**src/rtl/aibcr3_dcc_cal_ctrl.sv**
```systemverilog
// rtl/aibcr3_dcc_cal_ctrl.sv - DCC delay-line SAR calibration sequencer
//
// Purpose: drives the 11-bit delay code (coarse i_gray, fine f_gray) of the
// DCC macro, pulses launch/measure, samples the phase detector and runs an
// 11-step successive-approximation search, then holds the code and asserts
// dll_lock.
//
// Optional feature: define DCC_CAL_MAJ_EN to take three launch/measure/sample
// rounds per bit and decide by majority vote.
//
// Ports:
//   clk          controller clock
//   reset        synchronous, active-high reset
//   cal_start    one-cycle pulse, starts or restarts calibration
//   t_up/t_down  asynchronous phase-detector outputs
//   dll_reset_n  active-low reset to the DCC macro
//   dll_lock     code final, macro on locked path
//   launch       one-cycle launch pulse
//   measure      one-cycle measure pulse
//   i_gray       gray(code[10:8])
//   f_gray       gray(code[7:0])
//   cal_code     current binary code
//   cal_done     calibration complete (level)
//   cal_err      sticky: t_up and t_down both high at a sample
module aibcr3_dcc_cal_ctrl #(
  parameter int RST_CYC    = 8,
  parameter int SETTLE_CYC = 16,
  parameter int SAMPLE_CYC = 4
) (
  input  logic        clk,
  input  logic        reset,
  input  logic        cal_start,
  input  logic        t_up,
  input  logic        t_down,
  output logic        dll_reset_n,
  output logic        dll_lock,
  output logic        launch,
  output logic        measure,
  output logic [2:0]  i_gray,
  output logic [7:0]  f_gray,
  output logic [10:0] cal_code,
  output logic        cal_done,
  output logic        cal_err
);

  typedef enum logic [3:0] {
    S_IDLE, S_RST, S_SETTLE, S_LAUNCH, S_MEAS, S_SAMPLE, S_DECIDE, S_LOCK, S_DONE
  } state_t;

  localparam int CNT_MAX = (RST_CYC > SETTLE_CYC) ?
                           ((RST_CYC > SAMPLE_CYC) ? RST_CYC : SAMPLE_CYC) :
                           ((SETTLE_CYC > SAMPLE_CYC) ? SETTLE_CYC : SAMPLE_CYC);
  localparam int CNT_W = (CNT_MAX > 1) ? $clog2(CNT_MAX) : 1;
  typedef logic [CNT_W-1:0] cnt_t;

  localparam cnt_t RST_LAST    = cnt_t'(RST_CYC - 1);
  localparam cnt_t SETTLE_LAST = cnt_t'(SETTLE_CYC - 1);
  localparam cnt_t SAMPLE_LAST = cnt_t'(SAMPLE_CYC - 1);

  state_t      state_q, state_d;
  cnt_t        cnt_q, cnt_d;
  logic [10:0] code_q, code_d;
  logic [3:0]  idx_q, idx_d;
  logic        dec_q, dec_d;
  logic        err_q, err_d;
  logic        lock_q, lock_d;
  logic        done_q, done_d;
  logic        rstn_q, rstn_d;
  logic        launch_q, measure_q;
  logic [2:0]  i_gray_q;
  logic [7:0]  f_gray_q;
  logic        up_s1, up_s2, dn_s1, dn_s2;
`ifdef DCC_CAL_MAJ_EN
  logic [1:0]  rep_q, rep_d;
  logic [1:0]  votes_q, votes_d;
  logic [1:0]  votes_sum;
`endif

  always_comb begin
    state_d = state_q;
    cnt_d   = cnt_q;
    code_d  = code_q;
    idx_d   = idx_q;
    dec_d   = dec_q;
    err_d   = err_q;
    lock_d  = lock_q;
    done_d  = done_q;
    rstn_d  = rstn_q;
`ifdef DCC_CAL_MAJ_EN
    rep_d     = rep_q;
    votes_d   = votes_q;
    votes_sum = votes_q + {1'b0, up_s2};
`endif
    case (state_q)
      S_IDLE: rstn_d = 1'b1;
      S_RST: begin
        if (cnt_q == RST_LAST) begin
          rstn_d  = 1'b1;
          code_d  = 11'h400;
          idx_d   = 4'd10;
          cnt_d   = '0;
          state_d = S_SETTLE;
        end else begin
          cnt_d = cnt_q + cnt_t'(1);
        end
      end
      S_SETTLE: begin
        if (cnt_q == SETTLE_LAST) begin
          cnt_d   = '0;
          state_d = S_LAUNCH;
        end else begin
          cnt_d = cnt_q + cnt_t'(1);
        end
      end
      S_LAUNCH: state_d = S_MEAS;
      S_MEAS: begin
        cnt_d   = '0;
        state_d = S_SAMPLE;
      end
      S_SAMPLE: begin
        if (cnt_q == SAMPLE_LAST) begin
          cnt_d = '0;
          // Both detector outputs high is a contradiction; flag it and treat
          // the sample as "too short" so the search still converges.
          if (up_s2 && dn_s2) err_d = 1'b1;
`ifdef DCC_CAL_MAJ_EN
          if (rep_q == 2'd2) begin
            dec_d   = (votes_sum >= 2'd2);
            rep_d   = '0;
            votes_d = '0;
            state_d = S_DECIDE;
          end else begin
            rep_d   = rep_q + 2'd1;
            votes_d = votes_sum;
            state_d = S_LAUNCH;
          end
`else
          dec_d   = up_s2;
          state_d = S_DECIDE;
`endif
        end else begin
          cnt_d = cnt_q + cnt_t'(1);
        end
      end
      S_DECIDE: begin
        if (!dec_q) code_d[idx_q] = 1'b0;
        if (idx_q != 4'd0) begin
          code_d[idx_q - 4'd1] = 1'b1;
          idx_d   = idx_q - 4'd1;
          state_d = S_SETTLE;
        end else begin
          state_d = S_LOCK;
        end
      end
      S_LOCK: begin
        lock_d  = 1'b1;
        done_d  = 1'b1;
        state_d = S_DONE;
      end
      S_DONE: ;
      default: state_d = S_IDLE;
    endcase

    // cal_start from any state (re)starts from a clean macro reset.
    if (cal_start) begin
      state_d = S_RST;
      cnt_d   = '0;
      code_d  = '0;
      idx_d   = 4'd10;
      dec_d   = 1'b0;
      err_d   = 1'b0;
      lock_d  = 1'b0;
      done_d  = 1'b0;
      rstn_d  = 1'b0;
`ifdef DCC_CAL_MAJ_EN
      rep_d   = '0;
      votes_d = '0;
`endif
    end
  end

  always_ff @(posedge clk) begin
    if (reset) begin
      state_q   <= S_IDLE;
      cnt_q     <= '0;
      code_q    <= '0;
      idx_q     <= 4'd10;
      dec_q     <= 1'b0;
      err_q     <= 1'b0;
      lock_q    <= 1'b0;
      done_q    <= 1'b0;
      rstn_q    <= 1'b0;
      launch_q  <= 1'b0;
      measure_q <= 1'b0;
      i_gray_q  <= '0;
      f_gray_q  <= '0;
      up_s1     <= 1'b0;
      up_s2     <= 1'b0;
      dn_s1     <= 1'b0;
      dn_s2     <= 1'b0;
`ifdef DCC_CAL_MAJ_EN
      rep_q     <= '0;
      votes_q   <= '0;
`endif
    end else begin
      state_q   <= state_d;
      cnt_q     <= cnt_d;
      code_q    <= code_d;
      idx_q     <= idx_d;
      dec_q     <= dec_d;
      err_q     <= err_d;
      lock_q    <= lock_d;
      done_q    <= done_d;
      rstn_q    <= rstn_d;
      // Pulses and gray code are registered from next-state values so they
      // line up exactly with the state/code they belong to.
      launch_q  <= (state_d == S_LAUNCH);
      measure_q <= (state_d == S_MEAS);
      i_gray_q  <= code_d[10:8] ^ (code_d[10:8] >> 1);
      f_gray_q  <= code_d[7:0] ^ (code_d[7:0] >> 1);
      up_s1     <= t_up;
      up_s2     <= up_s1;
      dn_s1     <= t_down;
      dn_s2     <= dn_s1;
`ifdef DCC_CAL_MAJ_EN
      rep_q     <= rep_d;
      votes_q   <= votes_d;
`endif
    end
  end

  assign dll_reset_n = rstn_q;
  assign dll_lock    = lock_q;
  assign launch      = launch_q;
  assign measure     = measure_q;
  assign i_gray      = i_gray_q;
  assign f_gray      = f_gray_q;
  assign cal_code    = code_q;
  assign cal_done    = done_q;
  assign cal_err     = err_q;

endmodule

```
**config.mk**
```make
export PLATFORM = sky130hd
export DESIGN_NAME = aibcr3_dcc_cal_ctrl
export DESIGN_NICKNAME = d
export VERILOG_FILES = /design/src/rtl/aibcr3_dcc_cal_ctrl.sv
export SDC_FILE = /design/constraint.sdc
export NUM_CORES = 1
export LEC_CHECK = 0
export ABC_AREA = 1
export CORE_MARGIN = 2
export CORE_UTILIZATION = 54
export DETAILED_ROUTE_END_ITERATION = 10
export PLACE_DENSITY = 0.81
export SYNTH_ARGS = -nofsm -noshare
export SYNTH_HDL_FRONTEND = slang
export SYNTH_SLANG_ARGS = --single-unit
```
**constraint.sdc**
```tcl
create_clock -name clk -period 2 [get_ports clk]
set_input_delay 0.4 -clock clk [delete_from_list [all_inputs] [get_ports clk]]
set_output_delay 0.4 -clock clk [all_outputs]
set_load 0.05 [all_outputs]
```
Word-level counts from Yosys, hierarchy flattened --
Cells that the tools add are included.
Storage, ports and cells: flip-flop bits (word level) 44, input bits 5, output and inout port bits 28
Cells by class: $add $sub $neg 2, order comparisons 4, eq/ne operators 15, multiplexer cells 25, bitwise gates (word level) 5, reduce and logical (&&, ||, !) cells 14
Operators with widths (number):
- 11-bit two-way mux | 5
- 4-bit two-way mux | 9
- 4-bit one-hot mux with 8 select lines | 1
- 4-bit by 3-bit == test with 1-bit output (second input constant) | 6
- 11-bit one-hot mux with 2 select lines | 1
- 4-bit by 2-bit == test with 1-bit output (second input constant) | 4
- 4-bit one-hot mux with 4 select lines | 1
- 11-bit bitwise AND | 1
- 11-bit NOT | 1
- 11-bit OR | 1
- 4-bit by 5-bit < comparator with 1-bit output (second input constant) | 2
- 1-bit demux with 4-bit select | 2
- 4-bit == test (second input constant) | 2
- 4-bit by 1-bit >= comparator with 1-bit output (second input constant) | 2
- 4-bit one-hot mux with 2 select lines | 1
- 4-bit nonzero test | 2
- 8-bit by 7-bit bitwise XOR with 8-bit output | 1
- 3-bit AND reduction | 2
- 4-bit by 1-bit adder with 4-bit output (second input constant) | 1
- 4-bit by 1-bit == test with 1-bit output (second input constant) | 1
- 4-bit zero test | 1
- 2-bit inequality test (second input constant) | 2
- 2-bit AND reduction | 2
- 2-bit nonzero test | 2
- 7 further kinds | 12

Logic depth before layout (Yosys ltp) --
Gate-level depths: netlist (run 1).
depth after elaboration 13, gate-level depth with buffers 13, depth with buffers taken out 13

Worst setup path after synthesis (run 1) --
No wires, ideal clock.
path kind register to register, start point reg idx_q[0], end point reg f_gray_q[0], in the netlist f_gray[0], setup time 0.059 ns, arrival time 1.486 ns, slack 0.456 ns, cell stages (with the launch flop) 12, clock period less this slack 1.544 ns, cell sequence dfxtp_1 -> inv_1 -> ha_1 -> nor2_1 -> inv_1 -> nand2_1 -> nand3_1 -> nor2_1 -> a21oi_2 -> nor2_1 -> nand2_1 -> nand2_1
On the way: longest elaborated chain between the ends 13
Ends and longest elaborated chain:
- start: declaration | RTL line 63 | logic [3:0] idx_q, idx_d;
- start signal: assignment | RTL line 209 | idx_q <= idx_d;
- parallel branches: the longest is 9 deep, another holds 4-bit by 5-bit < comparator with 1-bit output
- 11-bit two-way mux * | RTL line 147 | if (idx_q != 4'd0) begin
- 11-bit one-hot mux with 2 select lines * | RTL line 94 | case (state_q)
- 11-bit two-way mux * | RTL line 165 | if (cal_start) begin
- 8-bit by 7-bit bitwise XOR with 8-bit output * | RTL line 220 | f_gray_q <= code_d[7:0] ^ (code_d[7:0] >> 1);
- end signal: assignment | RTL line 220
- end: declaration | RTL line 71 | logic [7:0] f_gray_q;
Mark *: on every way between the ends. The select of a mux whose other input is x is not followed. A chain may end at the register's enable or synchronous reset.

Worst setup path in the final report (run 1) --
start point reg code_q[8], in the netlist cal_code[8], end point out cal_code[8]
RTL lines:
- start: declaration | RTL line 62 | logic [10:0] code_q, code_d;
- start signal: assignment | RTL line 208 | code_q <= code_d;
- end: declaration | RTL line 41 | output logic [10:0] cal_code,
No word-level cell between the ends.

==> metrics.md, run 1 <==
| Metric | Value |
|---|---|
| Largest driver fanout on the critical path | `3` |
| Residual DRC | `0` |
| Clock-pin slew of the registers on the worst-case setup and hold paths | `0.07 ns` |
| Synthesized area | `2227 sq um` |
| Slowest stage cell on the critical path | `sky130_fd_sc_hd__clkdlybuf4s50_1` |
| P&R area growth vs syn | `20.51%` |
| Ratio of cells with drive above 1 in the final layout | `0.1019` |
| Worst setup SP type | `register` |
| Top achievable clock speed | `526.2 MHz` |
| Area of the core | `3971 sq um` |
| Total CTS buffers | `5` |
| Count of final max-slew check failures | `0` |
| Global placer's final weighted congestion | `0.9953` |
| CP arrival | `1.50 ns` |
| Number of warning messages in the yosys log | `0` |
| DP Wirelength | `3891 um` |
| Fin Clk Skew | `0.006502 ns` |
| Worst slew slack as a fraction of its limit | `0.6584` |
| Total congestion overflow | `0` |
| Number of sinks handled by clock tree synthesis | `42` |
| I/O pin count | `33` |
| Final worst-path cycle share | `0.9503` |
| Syn_nets | `348` |
| Number of cells on the worst reg-to-reg path | `12` |
| Via density per instance | `5.121` |
| Count of distinct cell types in the synthesized netlist | `27` |
| Total via count in the routed design | `2166` |
| HP Class | `reg -> reg` |
| Avg WL per Cell | `11.80 um` |
| Most used flip-flop cell after synthesis | `sky130_fd_sc_hd__dfxtp_1` |
| Yosys top cell area share | `0.3775` |
| Kind of cell adding the most delay to the critical path | `buffers and inverters` |
| Seq/Total Area, Yosys | `0.3775` |
| Worst slew pin tran | `0.5108 ns` |
| Most frequent cell after synthesis | `sky130_fd_sc_hd__nand2_1` |
| Hold path cells | `2` |
| Number of instances resized during post-cts repair | `0` |
| Area enclosed by the die boundary | `4654 sq um` |
| Clock root buffer | `sky130_fd_sc_hd__clkbuf_8` |
| Drt initial violations | `141` |
| Worst-Skew Late Latency | `0.29 ns` |
| Width of the die | `68.22 um` |
| First-pass GRT wire length | `8480 um` |
| Worst EP required | `1.60 ns` |
| Die H | `68.22 um` |
| Number of flip-flops and latches in the synthesized netlist | `42` |
| Clk buf depth | `2` |
| Gate count after technology mapping | `337` |
| # fillers | `371` |
| Cells along the critical path | `clkdlybuf4s50_1` |
| Max-cap violations | `0` |
| Final nets | `384` |
| Mean instance size in the synthesized netlist | `6.609 sq um` |
| IR Drop Worst-Case VDD | `0.4092 mV` |
| Setup tns final | `0 ns` |
| Antenna violations before repair | `0` |
| Number of setup violations in the final report | `0` |
| Met2 wire length | `2575 um` |
| Clock tree from TritonCTS | `built` |
| Wire length on met3 | `203 um` |
| Most used standard cells in the synthesized netlist | `90 x sky130_fd_sc_hd__nand2_1, 54 x sky130_fd_sc_hd__nor2_1, 43 x sky130_fd_sc_hd__inv_1` |
| Maximum number of pins on one net before global-route repair | `20` |
| Total of buffers placed on input and output ports | `32` |
| Final Power | `1.494 mW` |
| Final standard cell utilization of the core | `0.6758` |
| Type of destination of the critical path | `primary output` |
| Postcts setup bufs | `0` |
| Tmin final | `1.901 ns` |
| ANT nets after route | `0` |
| First-pass iteration count of the detailed router | `5` |
| Number of levels the H-tree was split into | `2` |
| Highest Signal Layer | `met4` |
| Antenna cells | `0` |
| Worst setup path category | `reg -> out` |
| Starting density of the core | `0.5608` |
| CTS hold repair buffers | `0` |
| Total count of hold-check failures in the final report | `0` |
| Vias in the first global route | `2132` |
| Detailed-route wire length on metal 1 | `2106 um` |
| Pwr Density | `556.5 nW/um^2` |
| Status | `finished clean` |
| Placement Rows | `23` |
| Proportion of synthesized flip-flops having asynchronous set or reset | `0` |
| Largest stage delay on the critical path | `0.82 ns` |
| Final Routed Wirelength | `4992 um` |
| Top area cells in the synthesized netlist | `sky130_fd_sc_hd__dfxtp_1 38%, sky130_fd_sc_hd__nand2_1 15%, sky130_fd_sc_hd__nor2_1 9.1%, sky130_fd_sc_hd__inv_1 7.2%, sky130_fd_sc_hd__nand3_1 5.6%` |
| Setup repair after global routing missed its margin | `false` |
| Combined buffer and inverter count along the critical path | `1` |
| Total leakage power | `1.246 nW` |
| GRT Total Usage | `0.2440` |
| Number of flops mapped to enable cells by yosys | `0` |
| WP depth | `1` |
| Dominant cell type by area after synthesis | `sky130_fd_sc_hd__dfxtp_1` |
-- per-layer routing --
layer  vias up  global-route usage
li1       1119                   -
met1       979              0.2630
met2        57              0.4539
met3        11             0.05099
met4         0              0.1075
met5         -                   0
-- state kept, by name (all words and copies together) (netlist names), 2 cells and up --
| signal | count |
|---|---|
| i_gray | 2 |
| state_q | 4 |
| cnt_q | 4 |
| f_gray | 7 |
| cal_code | 11 |
| idx_q | 4 |
-- kinds of logic after synthesis --
family / after synthesis / share of synthesized area
AOI/OAI and AO/OA: 34 / 0.08427
xor gates and xnor gates: 2 / 0.007867
adders and majority gates: 6 / 0.03371
buffers and inverters: 55 / 0.1011
DFF: 42 / 0.3775
and+or+nand+nor: 198 / 0.3955
-- path summary, 6_finish.rpt --
| check | from | to | slack, ns |
|---|---|---|---|
| max | cal_code[8] | cal_code[8] | 0.1 |
| min | dn_s1 | dn_s2 | 0.41 |
| max reg2reg | idx_q[0] | f_gray[5] | 0.23 |
| min reg2reg | dn_s1 | dn_s2 | 0.41 |
-- cells in the final DEF (no fill, tap or decap), types with 2 or more instances in the layout --
cell | netlist | layout
sky130_fd_sc_hd__ha_1 | 6 | 5
sky130_fd_sc_hd__inv_1 | 43 | 43
sky130_fd_sc_hd__nand3b_1 | 2 | 2
sky130_fd_sc_hd__dfxtp_1 | 42 | 41
sky130_fd_sc_hd__nand4_1 | 4 | 4
sky130_fd_sc_hd__nand2_4 | 2 | 2
sky130_fd_sc_hd__xor2_1 | 2 | 2
sky130_fd_sc_hd__a211oi_1 | 2 | 2
sky130_fd_sc_hd__nand3_1 | 25 | 25
sky130_fd_sc_hd__nor2_2 | 6 | 6
sky130_fd_sc_hd__buf_4 | 3 | 4
sky130_fd_sc_hd__nand3_2 | 5 | 5
sky130_fd_sc_hd__o21ai_1 | 3 | 3
sky130_fd_sc_hd__nor2_1 | 54 | 54
sky130_fd_sc_hd__nand2_2 | 5 | 5
sky130_fd_sc_hd__clkdlybuf4s50_1 | 0 | 32
sky130_fd_sc_hd__a21oi_2 | 2 | 2
sky130_fd_sc_hd__nand2_1 | 90 | 90
sky130_fd_sc_hd__o21ai_0 | 8 | 8
sky130_fd_sc_hd__inv_2 | 4 | 4
sky130_fd_sc_hd__or2_1 | 2 | 2
sky130_fd_sc_hd__o211ai_1 | 2 | 2
sky130_fd_sc_hd__clkbuf_8 | 0 | 5
sky130_fd_sc_hd__a21oi_1 | 17 | 17
-- layout make-up --
class                   count  area (sq um)  share of cell area
repair buffers             36         350.3              0.1305
inverters                  48         180.2             0.06713
flip-flops and latches     42         842.1              0.3138
clock buffers               6         72.57             0.02704
clock inverters             1         7.507            0.002797
multi-input cells         240          1169              0.4354
well taps                  50         62.56             0.02331
-- through the flow --
stage / setup WS (ns) / instance area, sq um / hold WS, ns / instances
after floorplan: 0.4557 / 2227 / 0.3883 / 337
after global placement: 0.3066 / 2595 / 0.4031 / 416
after detailed placement: 0.2432 / 2595 / 0.4031 / 416
after CTS: 0.09459 / 2675 / 0.4162 / 423
after global routing: 0.02211 / 2684 / 0.4397 / 423
final: 0.09949 / 2684 / 0.4101 / 423
-- where the power goes --
group,internal [mW],leakage (nW),switching (mW)
clock network,0.239,0.0373,0.279
registers,0.847,0.340,0.00849
logic,0.0402,0.869,0.0796
Power figures use the tool's default switching activity.
==> inputs of run 2 (changes only) <==
--- a/config.mk
+++ b/config.mk
@@ -6,10 +6,11 @@
 export NUM_CORES = 1
 export LEC_CHECK = 0
 export ABC_AREA = 1
-export CORE_MARGIN = 2
-export CORE_UTILIZATION = 54
+export CORE_MARGIN = 1.5
+export CORE_UTILIZATION = 50
+export CTS_BUF_LIST = sky130_fd_sc_hd__clkbuf_16
 export DETAILED_ROUTE_END_ITERATION = 10
-export PLACE_DENSITY = 0.81
+export PLACE_DENSITY = 0.76
 export SYNTH_ARGS = -nofsm -noshare
 export SYNTH_HDL_FRONTEND = slang
 export SYNTH_SLANG_ARGS = --single-unit
==> metrics.md, run 2 (same netlist as run 1, synthesis figures left out) <==
| Metric | Value |
|---|---|
| Via density per instance | `5.021` |
| Clock tree from TritonCTS | `built` |
| Starting density of the core | `0.5150` |
| Total of buffers placed on input and output ports | `32` |
| Die H | `69.74 um` |
| Worst setup path category | `reg -> out` |
| Antenna cells | `0` |
| Kind of cell adding the most delay to the critical path | `buffers and inverters` |
| Worst slew pin tran | `0.5013 ns` |
| Setup repair after global routing missed its margin | `false` |
| DP Wirelength | `3730 um` |
| IR Drop Worst-Case VDD | `0.4721 mV` |
| Design Area, Final | `2768 sq um` |
| Number of levels the H-tree was split into | `2` |
| Pwr Density | `676.1 nW/um^2` |
| Number of instances resized during post-cts repair | `0` |
| P&R area growth vs syn | `24.27%` |
| Clock network power share | `0.477` |
| Placed cell count | `419` |
| Total CTS buffers | `5` |
| Most used cells in the layout excluding fill and tap cells | `90 x sky130_fd_sc_hd__nand2_1, 54 x sky130_fd_sc_hd__nor2_1, 45 x sky130_fd_sc_hd__inv_1, 42 x sky130_fd_sc_hd__dfxtp_1, 32 x sky130_fd_sc_hd__clkdlybuf4s50_1` |
| Antenna violations before repair | `0` |
| ANT nets after route | `0` |
| Fraction of power consumed by combinational cells | `0.066` |
| Sequential cell fraction of total power | `0.458` |
| Total via count in the routed design | `2144` |
| Ratio of cells with drive above 1 in the final layout | `0.09600` |
| Post-route worst hold slack | `0.4156 ns` |
| Worst slew slack as a fraction of its limit | `0.6647` |
| GRT Total Usage | `0.2212` |
| Busiest layer in global routing | `met2` |
| Total leakage power | `1.296 nW` |
| Drt initial violations | `153` |
| First-pass iteration count of the detailed router | `6` |
| Placement Rows | `24` |
| CTS hold repair buffers | `0` |
| Number of setup violations in the final report | `0` |
| Vias in the first global route | `2027` |
| Final Routed Wirelength | `5026 um` |
| Final Power | `1.871 mW` |
| Worst EP required | `1.60 ns` |
| Area of the core | `4324 sq um` |
| Clock-pin slew of the registers on the worst-case setup and hold paths | `0.06 ns` |
| Internal | `1.468 mW` |
| Status | `finished clean` |
| Global placer's final weighted congestion | `0.9510` |
| Number of sinks handled by clock tree synthesis | `42` |
| Combined buffer and inverter count along the critical path | `1` |
| Placed cell areas | `2605 sq um` |
| First-pass GRT wire length | `8576 um` |
| Width of the die | `69.74 um` |
| # fillers | `402` |
| Maximum number of pins on one net before global-route repair | `20` |
| Met2 GRT Util | `0.4113` |
| Total congestion overflow | `0` |
| Switching portion of total power | `0.2155` |
| Postcts setup bufs | `0` |
| Setup tns final | `0 ns` |
| Worst-Skew Late Latency | `0.28 ns` |
| Area enclosed by the die boundary | `4864 sq um` |
| Cells along the critical path | `clkdlybuf4s50_1` |
| Top achievable clock speed | `529.9 MHz` |
| Largest stage delay on the critical path | `0.83 ns` |
| HP Class | `reg -> reg` |
| Max-cap violations | `0` |
| Avg WL per Cell | `11.77 um` |
| Met1 usage | `0.2411` |
| Residual DRC | `0` |
| Largest driver fanout on the critical path | `3` |
| Slowest stage cell on the critical path | `sky130_fd_sc_hd__clkdlybuf4s50_1` |
| Worst setup SP type | `register` |
| Tmin final | `1.887 ns` |
| Switching power of the nets | `403.2 uW` |
| CP arrival | `1.49 ns` |
| Clock root buffer | `sky130_fd_sc_hd__clkbuf_16` |
| Final worst-path cycle share | `0.9435` |
| Final standard cell count with taps included and fillers excluded | `427` |
| Clk buf depth | `2` |
| I/O pin count | `33` |
| Type of destination of the critical path | `primary output` |
| Fin Clk Skew | `0.003550 ns` |
| Most common cell after layout, fill and taps aside | `sky130_fd_sc_hd__nand2_1` |
| Total count of hold-check failures in the final report | `0` |
| Met3 track utilization from global routing | `0.04797` |
| Final nets | `385` |
| Max reg flops | `11` |
| Count of final max-slew check failures | `0` |
## run 2: worst paths after layout
path	cells past startpoint	slack, ns	from	endpoint
max	1	0.11	cal_code[10]	cal_code[10]
max reg2reg	12	0.25	idx_q[1]	i_gray[1]
min	2	0.42	dn_s1	dn_s2
min reg2reg	2	0.42	dn_s1	dn_s2
## run 2: per-layer routing
layer / share of wire / up-vias
met5: 0 / -
met2: 0.51 / 60
li1: - / 1127
met3: 0.047 / 13
met1: 0.42 / 944
met4: 0.023 / 0
## run 2: final cells by class
cell class	instances	area (sq um)	area share
timing repair buffer	37	357.8	0.1293
multi-input combinational	240	1161	0.4195
tap	52	65.06	0.02351
inverter	48	180.2	0.06510
clock buffer	5	125.1	0.04521
clock inverter	3	37.54	0.01356
sequential	42	840.8	0.3038
## run 2: stage by stage
| step | setup slack, ns | util |
|---|---|---|
| 3_3_place_gp | 0.3072 | 0.6024 |
| 4_1_cts | 0.09891 | 0.6400 |
| 5_1_grt | 0.01549 | 0.6400 |
| 6_report | 0.1130 | 0.6400 |
| 2_1_floorplan | 0.4557 | - |
| 3_5_place_dp | 0.2952 | 0.6024 |
## run 2: power by group through the flow
stage | combinational [mW] | sequential [mW] | clock (mW)
6_report | 0.123 | 0.856 | 0.892
5_1_grt | 0.136 | 0.857 | 0.944
4_1_cts | 0.122 | 0.856 | 0.906
3_5_place_dp | 0.120 | 0.874 | 0
3_3_place_gp | 0.118 | 0.874 | 0
2_1_floorplan | 0.0802 | 0.876 | 0
